File: src/rtl/jtframe_neptuno_db9_pkg.sv
// Shared constants for the Neptuno/MC2 DB9 scanner: FSM codes, joy bit positions, pin indices.
// JTFRAME_DB9_SIXBTN_EN selects the 8-phase (6-button) frame instead of the 4-phase one.
package jtframe_neptuno_db9_pkg;

  localparam int unsigned JOY_W = 12;
  localparam int unsigned BUS_W = 6;
  localparam int unsigned ST_W  = 4;

  localparam logic [3:0] ST_IDLE = 4'd0;
  localparam logic [3:0] ST_P0   = 4'd1;
  localparam logic [3:0] ST_P1   = 4'd2;
  localparam logic [3:0] ST_P2   = 4'd3;
  localparam logic [3:0] ST_P3   = 4'd4;
  localparam logic [3:0] ST_P4   = 4'd5;
  localparam logic [3:0] ST_P5   = 4'd6;
  localparam logic [3:0] ST_P6   = 4'd7;
  localparam logic [3:0] ST_P7   = 4'd8;

`ifdef JTFRAME_DB9_SIXBTN_EN
  localparam logic [3:0] ST_LAST = ST_P7;
`else
  localparam logic [3:0] ST_LAST = ST_P3;
`endif

  localparam int unsigned JB_R     = 0;
  localparam int unsigned JB_L     = 1;
  localparam int unsigned JB_D     = 2;
  localparam int unsigned JB_U     = 3;
  localparam int unsigned JB_A     = 4;
  localparam int unsigned JB_X     = 5;
  localparam int unsigned JB_C     = 6;
  localparam int unsigned JB_B     = 7;
  localparam int unsigned JB_Y     = 8;
  localparam int unsigned JB_Z     = 9;
  localparam int unsigned JB_START = 10;
  localparam int unsigned JB_MODE  = 11;

  localparam int unsigned PIN_U  = 0;
  localparam int unsigned PIN_D  = 1;
  localparam int unsigned PIN_L  = 2;
  localparam int unsigned PIN_R  = 3;
  localparam int unsigned PIN_TL = 4;
  localparam int unsigned PIN_TR = 5;

  // Per-port staging, all fields active-high; dir follows pin order U,D,L,R
  typedef struct packed {
    logic [3:0] dir;
    logic       tl;
    logic       tr;
    logic       a;
    logic       start;
    logic       md;
`ifdef JTFRAME_DB9_SIXBTN_EN
    logic       six;
    logic [3:0] xyzm;
`endif
  } db9_stage_t;

  // SELECT is low in the even-numbered phases (odd state codes)
  function automatic logic db9_sel(input logic [3:0] st);
    return ~st[0];
  endfunction

endpackage

File: src/rtl/jtframe_neptuno_db9_port.sv
// One DB9 port: input synchroniser, per-phase sampling into staging, MD/6-button detection.
// Optional 6-button decode under JTFRAME_DB9_SIXBTN_EN.
module jtframe_neptuno_db9_port
  import jtframe_neptuno_db9_pkg::*;
(
  input  logic             clk,
  input  logic             rst,
  input  logic [BUS_W-1:0] bus,
  input  logic [ST_W-1:0]  state,
  input  logic             tick,
  input  logic             commit,
  output logic [JOY_W-1:0] joy,
  output logic             md,
  output logic             six
);

  logic [BUS_W-1:0] sync1, sync2;
  logic [BUS_W-1:0] pin_c;
  logic [JOY_W-1:0] joy_c;
  db9_stage_t       stg;

  always_ff @(posedge clk) begin
    if (rst) begin
      sync1 <= '1;
      sync2 <= '1;
    end else begin
      sync1 <= bus;
      sync2 <= sync1;
    end
  end

  assign pin_c = ~sync2;

  // Each phase is sampled on the tick that ends it
  always_ff @(posedge clk) begin
    if (rst) begin
      stg <= '0;
    end else if (tick) begin
      case (state)
        ST_P1: begin
          stg.dir <= pin_c[3:0];
          stg.tl  <= pin_c[PIN_TL];
          stg.tr  <= pin_c[PIN_TR];
        end
        ST_P2: begin
          stg.a     <= pin_c[PIN_TL];
          stg.start <= pin_c[PIN_TR];
          stg.md    <= pin_c[PIN_L] & pin_c[PIN_R];
        end
`ifdef JTFRAME_DB9_SIXBTN_EN
        ST_P4: stg.six <= stg.md & (&pin_c[3:0]);
        ST_P5: if (stg.six) stg.xyzm <= pin_c[3:0];
`endif
        default: ;
      endcase
    end
  end

  always_comb begin
    joy_c       = '0;
    joy_c[JB_U] = stg.dir[PIN_U];
    joy_c[JB_D] = stg.dir[PIN_D];
    joy_c[JB_L] = stg.dir[PIN_L];
    joy_c[JB_R] = stg.dir[PIN_R];
    if (stg.md) begin
      joy_c[JB_A]     = stg.a;
      joy_c[JB_B]     = stg.tl;
      joy_c[JB_C]     = stg.tr;
      joy_c[JB_START] = stg.start;
`ifdef JTFRAME_DB9_SIXBTN_EN
      if (stg.six) begin
        joy_c[JB_Z]    = stg.xyzm[0];
        joy_c[JB_Y]    = stg.xyzm[1];
        joy_c[JB_X]    = stg.xyzm[2];
        joy_c[JB_MODE] = stg.xyzm[3];
      end
`endif
    end else begin
      joy_c[JB_A] = stg.tl;
      joy_c[JB_B] = stg.tr;
    end
  end

  always_ff @(posedge clk) begin
    if (rst) begin
      joy <= '0;
      md  <= 1'b0;
      six <= 1'b0;
    end else if (commit) begin
      joy <= joy_c;
      md  <= stg.md;
`ifdef JTFRAME_DB9_SIXBTN_EN
      six <= stg.six;
`else
      six <= 1'b0;
`endif
    end
  end

endmodule

File: src/rtl/jtframe_neptuno_db9.sv
// Neptuno/MC2 dual DB9 scanner: prescaler, SELECT phase FSM and frame commit for both ports.
// Define JTFRAME_DB9_SIXBTN_EN for the 8-phase frame with 6-button pad decode.
module jtframe_neptuno_db9 #(
  parameter int unsigned PHASE_TICKS = 960,
  parameter int unsigned IDLE_PHASES = 80
) (
  input  logic        clk,
  input  logic        rst,
  input  logic [5:0]  joy1_bus,
  input  logic [5:0]  joy2_bus,
  output logic        joy_select,
  output logic [11:0] joy1,
  output logic [11:0] joy2,
  output logic        md1,
  output logic        md2,
  output logic        six1,
  output logic        six2,
  output logic        frame_done
);
  import jtframe_neptuno_db9_pkg::*;

  localparam int unsigned PW = $clog2(PHASE_TICKS);
  localparam int unsigned IW = $clog2(IDLE_PHASES + 1);

  logic [PW-1:0]   cnt;
  logic [IW-1:0]   idle_cnt, idle_nxt;
  logic [ST_W-1:0] state, state_nxt;
  logic            tick_c, commit_c;

  assign tick_c   = (cnt == '0);
  assign commit_c = tick_c && (state == ST_LAST);

  always_ff @(posedge clk) begin
    if (rst) begin
      cnt        <= PW'(PHASE_TICKS - 1);
      state      <= ST_IDLE;
      idle_cnt   <= IW'(IDLE_PHASES);
      joy_select <= 1'b1;
      frame_done <= 1'b0;
    end else begin
      cnt        <= tick_c ? PW'(PHASE_TICKS - 1) : cnt - PW'(1);
      state      <= state_nxt;
      idle_cnt   <= idle_nxt;
      joy_select <= db9_sel(state_nxt);
      frame_done <= commit_c;
    end
  end

  // Phase sequencing: IDLE holds SELECT high for IDLE_PHASES ticks, then P0..ST_LAST
  always_comb begin
    state_nxt = state;
    idle_nxt  = idle_cnt;
    if (tick_c) begin
      case (state)
        ST_IDLE: begin
          if (idle_cnt <= IW'(1)) begin
            state_nxt = ST_P0;
            idle_nxt  = IW'(IDLE_PHASES);
          end else begin
            idle_nxt = idle_cnt - IW'(1);
          end
        end
        ST_LAST: state_nxt = ST_IDLE;
        default: state_nxt = ST_W'(state + ST_W'(1));
      endcase
    end
  end

  jtframe_neptuno_db9_port u_port1 (
    .clk    (clk),
    .rst    (rst),
    .bus    (joy1_bus),
    .state  (state),
    .tick   (tick_c),
    .commit (commit_c),
    .joy    (joy1),
    .md     (md1),
    .six    (six1)
  );

  jtframe_neptuno_db9_port u_port2 (
    .clk    (clk),
    .rst    (rst),
    .bus    (joy2_bus),
    .state  (state),
    .tick   (tick_c),
    .commit (commit_c),
    .joy    (joy2),
    .md     (md2),
    .six    (six2)
  );

endmodule

File: config.mk
export PLATFORM = sky130hd
export DESIGN_NAME = jtframe_neptuno_db9
export DESIGN_NICKNAME = d
export VERILOG_FILES = /design/src/rtl/jtframe_neptuno_db9_pkg.sv /design/src/rtl/jtframe_neptuno_db9_port.sv /design/src/rtl/jtframe_neptuno_db9.sv
export SDC_FILE = /design/constraint.sdc
export NUM_CORES = 1
export LEC_CHECK = 0
export ABC_AREA = 1
export CAP_MARGIN = 10
export CELL_PAD_IN_SITES_DETAIL_PLACEMENT = 1
export CELL_PAD_IN_SITES_GLOBAL_PLACEMENT = 2
export CORE_UTILIZATION = 35
export CTS_CLUSTER_DIAMETER = 60
export CTS_CLUSTER_SIZE = 28
export DETAILED_ROUTE_END_ITERATION = 8
export GPL_TIMING_DRIVEN = 0
export PLACE_DENSITY = 0.84
export SLEW_MARGIN = 20
export SYNTH_ARGS = -nofsm -noshare
export SYNTH_HDL_FRONTEND = slang
export SYNTH_SLANG_ARGS = --single-unit
File: constraint.sdc
create_clock -name clk -period 2.4 [get_ports clk]
set_clock_uncertainty 0.1 [all_clocks]
set_input_delay 0.48 -clock clk [delete_from_list [all_inputs] [get_ports clk]]
set_output_delay 0.48 -clock clk [all_outputs]
set_load 0.005 [all_outputs]
==> impl_metrics.tcl <==
set metrics [dict create \
    rsz0062_at_grt "no" \
    critPathCaptureType "register" \
    cts_resized 0 \
    dr.first_iter.drc_count 86 \
    cp.required_ns 2.53 \
    dieHeight_um 101 \
    die-area_um2 10200 \
    root_buffer "clkbuf_8" \
    path_cells "inv_1 -> ha_1 -> nand2_1 -> nor2_4 -> nand3_4 -> inv_4 -> buf_4 -> nand2_1 -> nand2_1 -> a21oi_1" \
    synth.avg_cell_area_um2 8.11 \
    synth_top_area_cell "dfxtp_1" \
    syn_area_um2 3410 \
    antenna_found_initial 0 \
    tns_ns 0 \
    critPathKind "reg -> reg" \
    cp.buffers_inverters 3 \
    clkTransAtPathRegs_ns 0.09 \
    power_frac_comb_pct 3.9 \
    p_int_mw 1.86 \
    viasPerCell 4.55 \
    wirelength_mm 7.51 \
    grtUsageTotal_pct 16.2 \
    clock_latency_ns 0.36 \
    crit_family "simple AND/OR/NAND/NOR gates" \
    grt_max_degree 16 \
    whs_path_depth 1 \
    ys_ff_latch 83 \
    power.share.clock_pct 38.4 \
    slew_headroom_pct 61.2 \
    die_w_um 101 \
    cts_tree "done" \
    grt_pass1_wl_mm 12.6 \
    drv_slew 0 \
    p_sw_mw 0.582 \
    switching_share_pct 23.9 \
    clockBufferDepth 2 \
    holdWs_ns 0.316 \
    initial_core_util_pct 36.6 \
    io_pins 44 \
    synthArstFlopShare_pct 0 \
    gp_congestion 0.759 \
    cts_made_buffers 9 \
    stdcell_count 608 \
    start_kind "register" \
    clock-sinks 83 \
    ys.flop_type "dfxtp_1" \
    worstMarginPinSlew_ns 0.583 \
    status "finished clean" \
    setup_viol 0 \
    rrSetupSlack_ns 0.57 \
    rows 35 \
    grt_pass1_vias 2618 \
    path_max_fanout 10 \
    yosysTopAreaCellShare_pct 48.7 \
    ir_worst_vdd_mv 0.239 \
    post-route-period-util_pct 76.4 \
    p_per_area_nw_per_um2 591 \
    hp-class "reg -> reg" \
    critical_path.most_common_cell "nand2_1" \
    overflow 0 \
    p_leak_nw 1.58 \
    route.vias.total 2765 \
    reg2reg_to "state[1]" \
    syn2layout_area_growth_pct 20.9 \
    portBuffers 33 \
    fin_nets 494 \
    synth-seq-area-share_pct 48.7 \
    synth.distinct_cells 30 \
    min_period_ns 1.83 \
    synth_area_leaders "dfxtp_1 (49%), nand2_1 (9.1%), a21oi_1 (6.9%), nand3_1 (6.7%), or2_2 (4.4%)" \
    firstDrtPassIters 4 \
    reg2reg_depth 10 \
    min_from "u_port2.sync1[5]" \
    max_freq_mhz 545 \
    cts_max_level 3 \
    drc_errors 0 \
    ant_nets 0 \
    drive_gt1_share_pct 16.7 \
    synthCells 421 \
    yosys_warnings 0 \
    detailed_place_hpwl_mm 5.53 \
    worstPathArrival_ns 1.96 \
    avgRoutedWirePerCell_um 12.4 \
    antennaDiodeCount 0 \
    r2r_start "cnt[0]" \
    postCtsHoldBufs 0 \
    final_hold_viol_count 0 \
    critPathMaxStageDelay_ns 0.38 \
    slowest_stage "dfxtp_1" \
    maxCapViolations 0 \
    placed_cells 592 \
    core-area_um2 9330 \
    hold_end "u_port2.sync2[5]" \
    postCtsSetupBuffers 0 \
    seq_power_share_pct 57.7 \
    synthTopCellsByCount "dfxtp_1 (83), nand2_1 (83), a21oi_1 (47), nand3_1 (46), inv_1 (36)" \
    synth_edf_count 0 \
]
==> power by group through the flow <==
stage                     registers [mW]  clock network, mW  logic (mW)
final                               1.41              0.937      0.0956
after global routing                1.41               1.03       0.107
after CTS                           1.41              0.973      0.0966
after detailed placement            1.44                  0      0.0963
after global placement              1.44                  0      0.0938
after floorplan                     1.44                  0      0.0583
==> logic make-up after synthesis <==
| family | after synthesis | synth area share (%) |
|---|---|---|
| compound gates | 60 | 9.31 |
| xor+xnor | 6 | 1.54 |
| fa+ha+maj | 6 | 2.20 |
| buf+inv | 70 | 9.97 |
| flops | 83 | 48.7 |
| mux | 4 | 1.17 |
| other cells | 1 | 0.110 |
| simple gates | 191 | 27.0 |
==> worst max-delay path by stage <==
stage | from | endpoint | slack (ns) | depth (start not counted)
finish | cnt[0] | state[1] | 0.57 | 10
global route | cnt[0] | state[3] | 0.37 | 10
CTS | cnt[0] | state[3] | 0.56 | 10
detailed placement | rst | u_port1.stg[2] | 0.19 | 4
global placement | rst | u_port2.stg[1] | 0.25 | 4
floorplan | cnt[0] | u_port1.md | 0.83 | 10
==> placed cells by master, fill, tap and decap left out, drive strengths merged <==
| master | synthesis | final |
|---|---|---|
| a21oi | 51 | 51 |
| buf | 18 | 18 |
| clkbuf | 9 | 19 |
| clkdlybuf4s50 | 0 | 33 |
| clkinv | 0 | 2 |
| clkinvlp | 0 | 3 |
| conb | 1 | 10 |
| dfxtp | 83 | 83 |
| ha | 6 | 6 |
| inv | 43 | 44 |
| mux2i | 4 | 4 |
| nand2 | 86 | 86 |
| nand3 | 47 | 47 |
| nand3b | 4 | 4 |
| nand4 | 4 | 4 |
| nor2 | 25 | 25 |
| nor3 | 1 | 1 |
| o211ai | 1 | 1 |
| o21ai | 8 | 8 |
| or2 | 24 | 24 |
| xnor2 | 5 | 5 |
| xor2 | 1 | 1 |
==> state kept, by name (all words and copies together) (netlist names), named ones only <==
name and cells:
cnt 10, frame_done 1, idle_cnt 7, joy_select 1, state 3, u_port1.joy 8, u_port1.joy_c 4, u_port1.md 1
u_port1.stg 5, u_port1.sync1 6, u_port1.sync2 6, u_port2.joy 8, u_port2.joy_c 4, u_port2.md 1, u_port2.stg 5, u_port2.sync1 6
u_port2.sync2 6
==> layer usage <==
layer / up-vias / GRT usage [%] / share of wire, %
li1: 1427 / - / -
met1: 1283 / 21.8 / 51
met2: 44 / 24.8 / 44
met3: 11 / 2.91 / 2.6
met4: 0 / 8.03 / 2.1
met5: - / 0 / 0
==> through the flow <==
| stage | instance area (um^2) | util (%) | worst slack, ns | power (mW) |
|---|---|---|---|---|
| floorplan | 3450 | - | 0.831 | 1.49 |
| global placement | 3940 | 42.2 | 0.246 | 1.53 |
| detailed placement | 3940 | 42.2 | 0.191 | 1.54 |
| CTS | 4130 | 44.2 | 0.556 | 2.48 |
| global route | 4130 | 44.2 | 0.370 | 2.55 |
| finish | 4130 | 44.2 | 0.566 | 2.44 |
==> final cells by class <==
cell class / count / area, um^2
plain buffers: 27 / 176
clock buffers: 10 / 138
clock inverters: 6 / 48.8
fillers: 1154 / 5200
inverters: 43 / 164
multi-input cells: 277 / 1450
flip-flops and latches: 83 / 1660
well taps: 129 / 161
repair buffers: 33 / 330
Power figures use the tool's default switching activity.
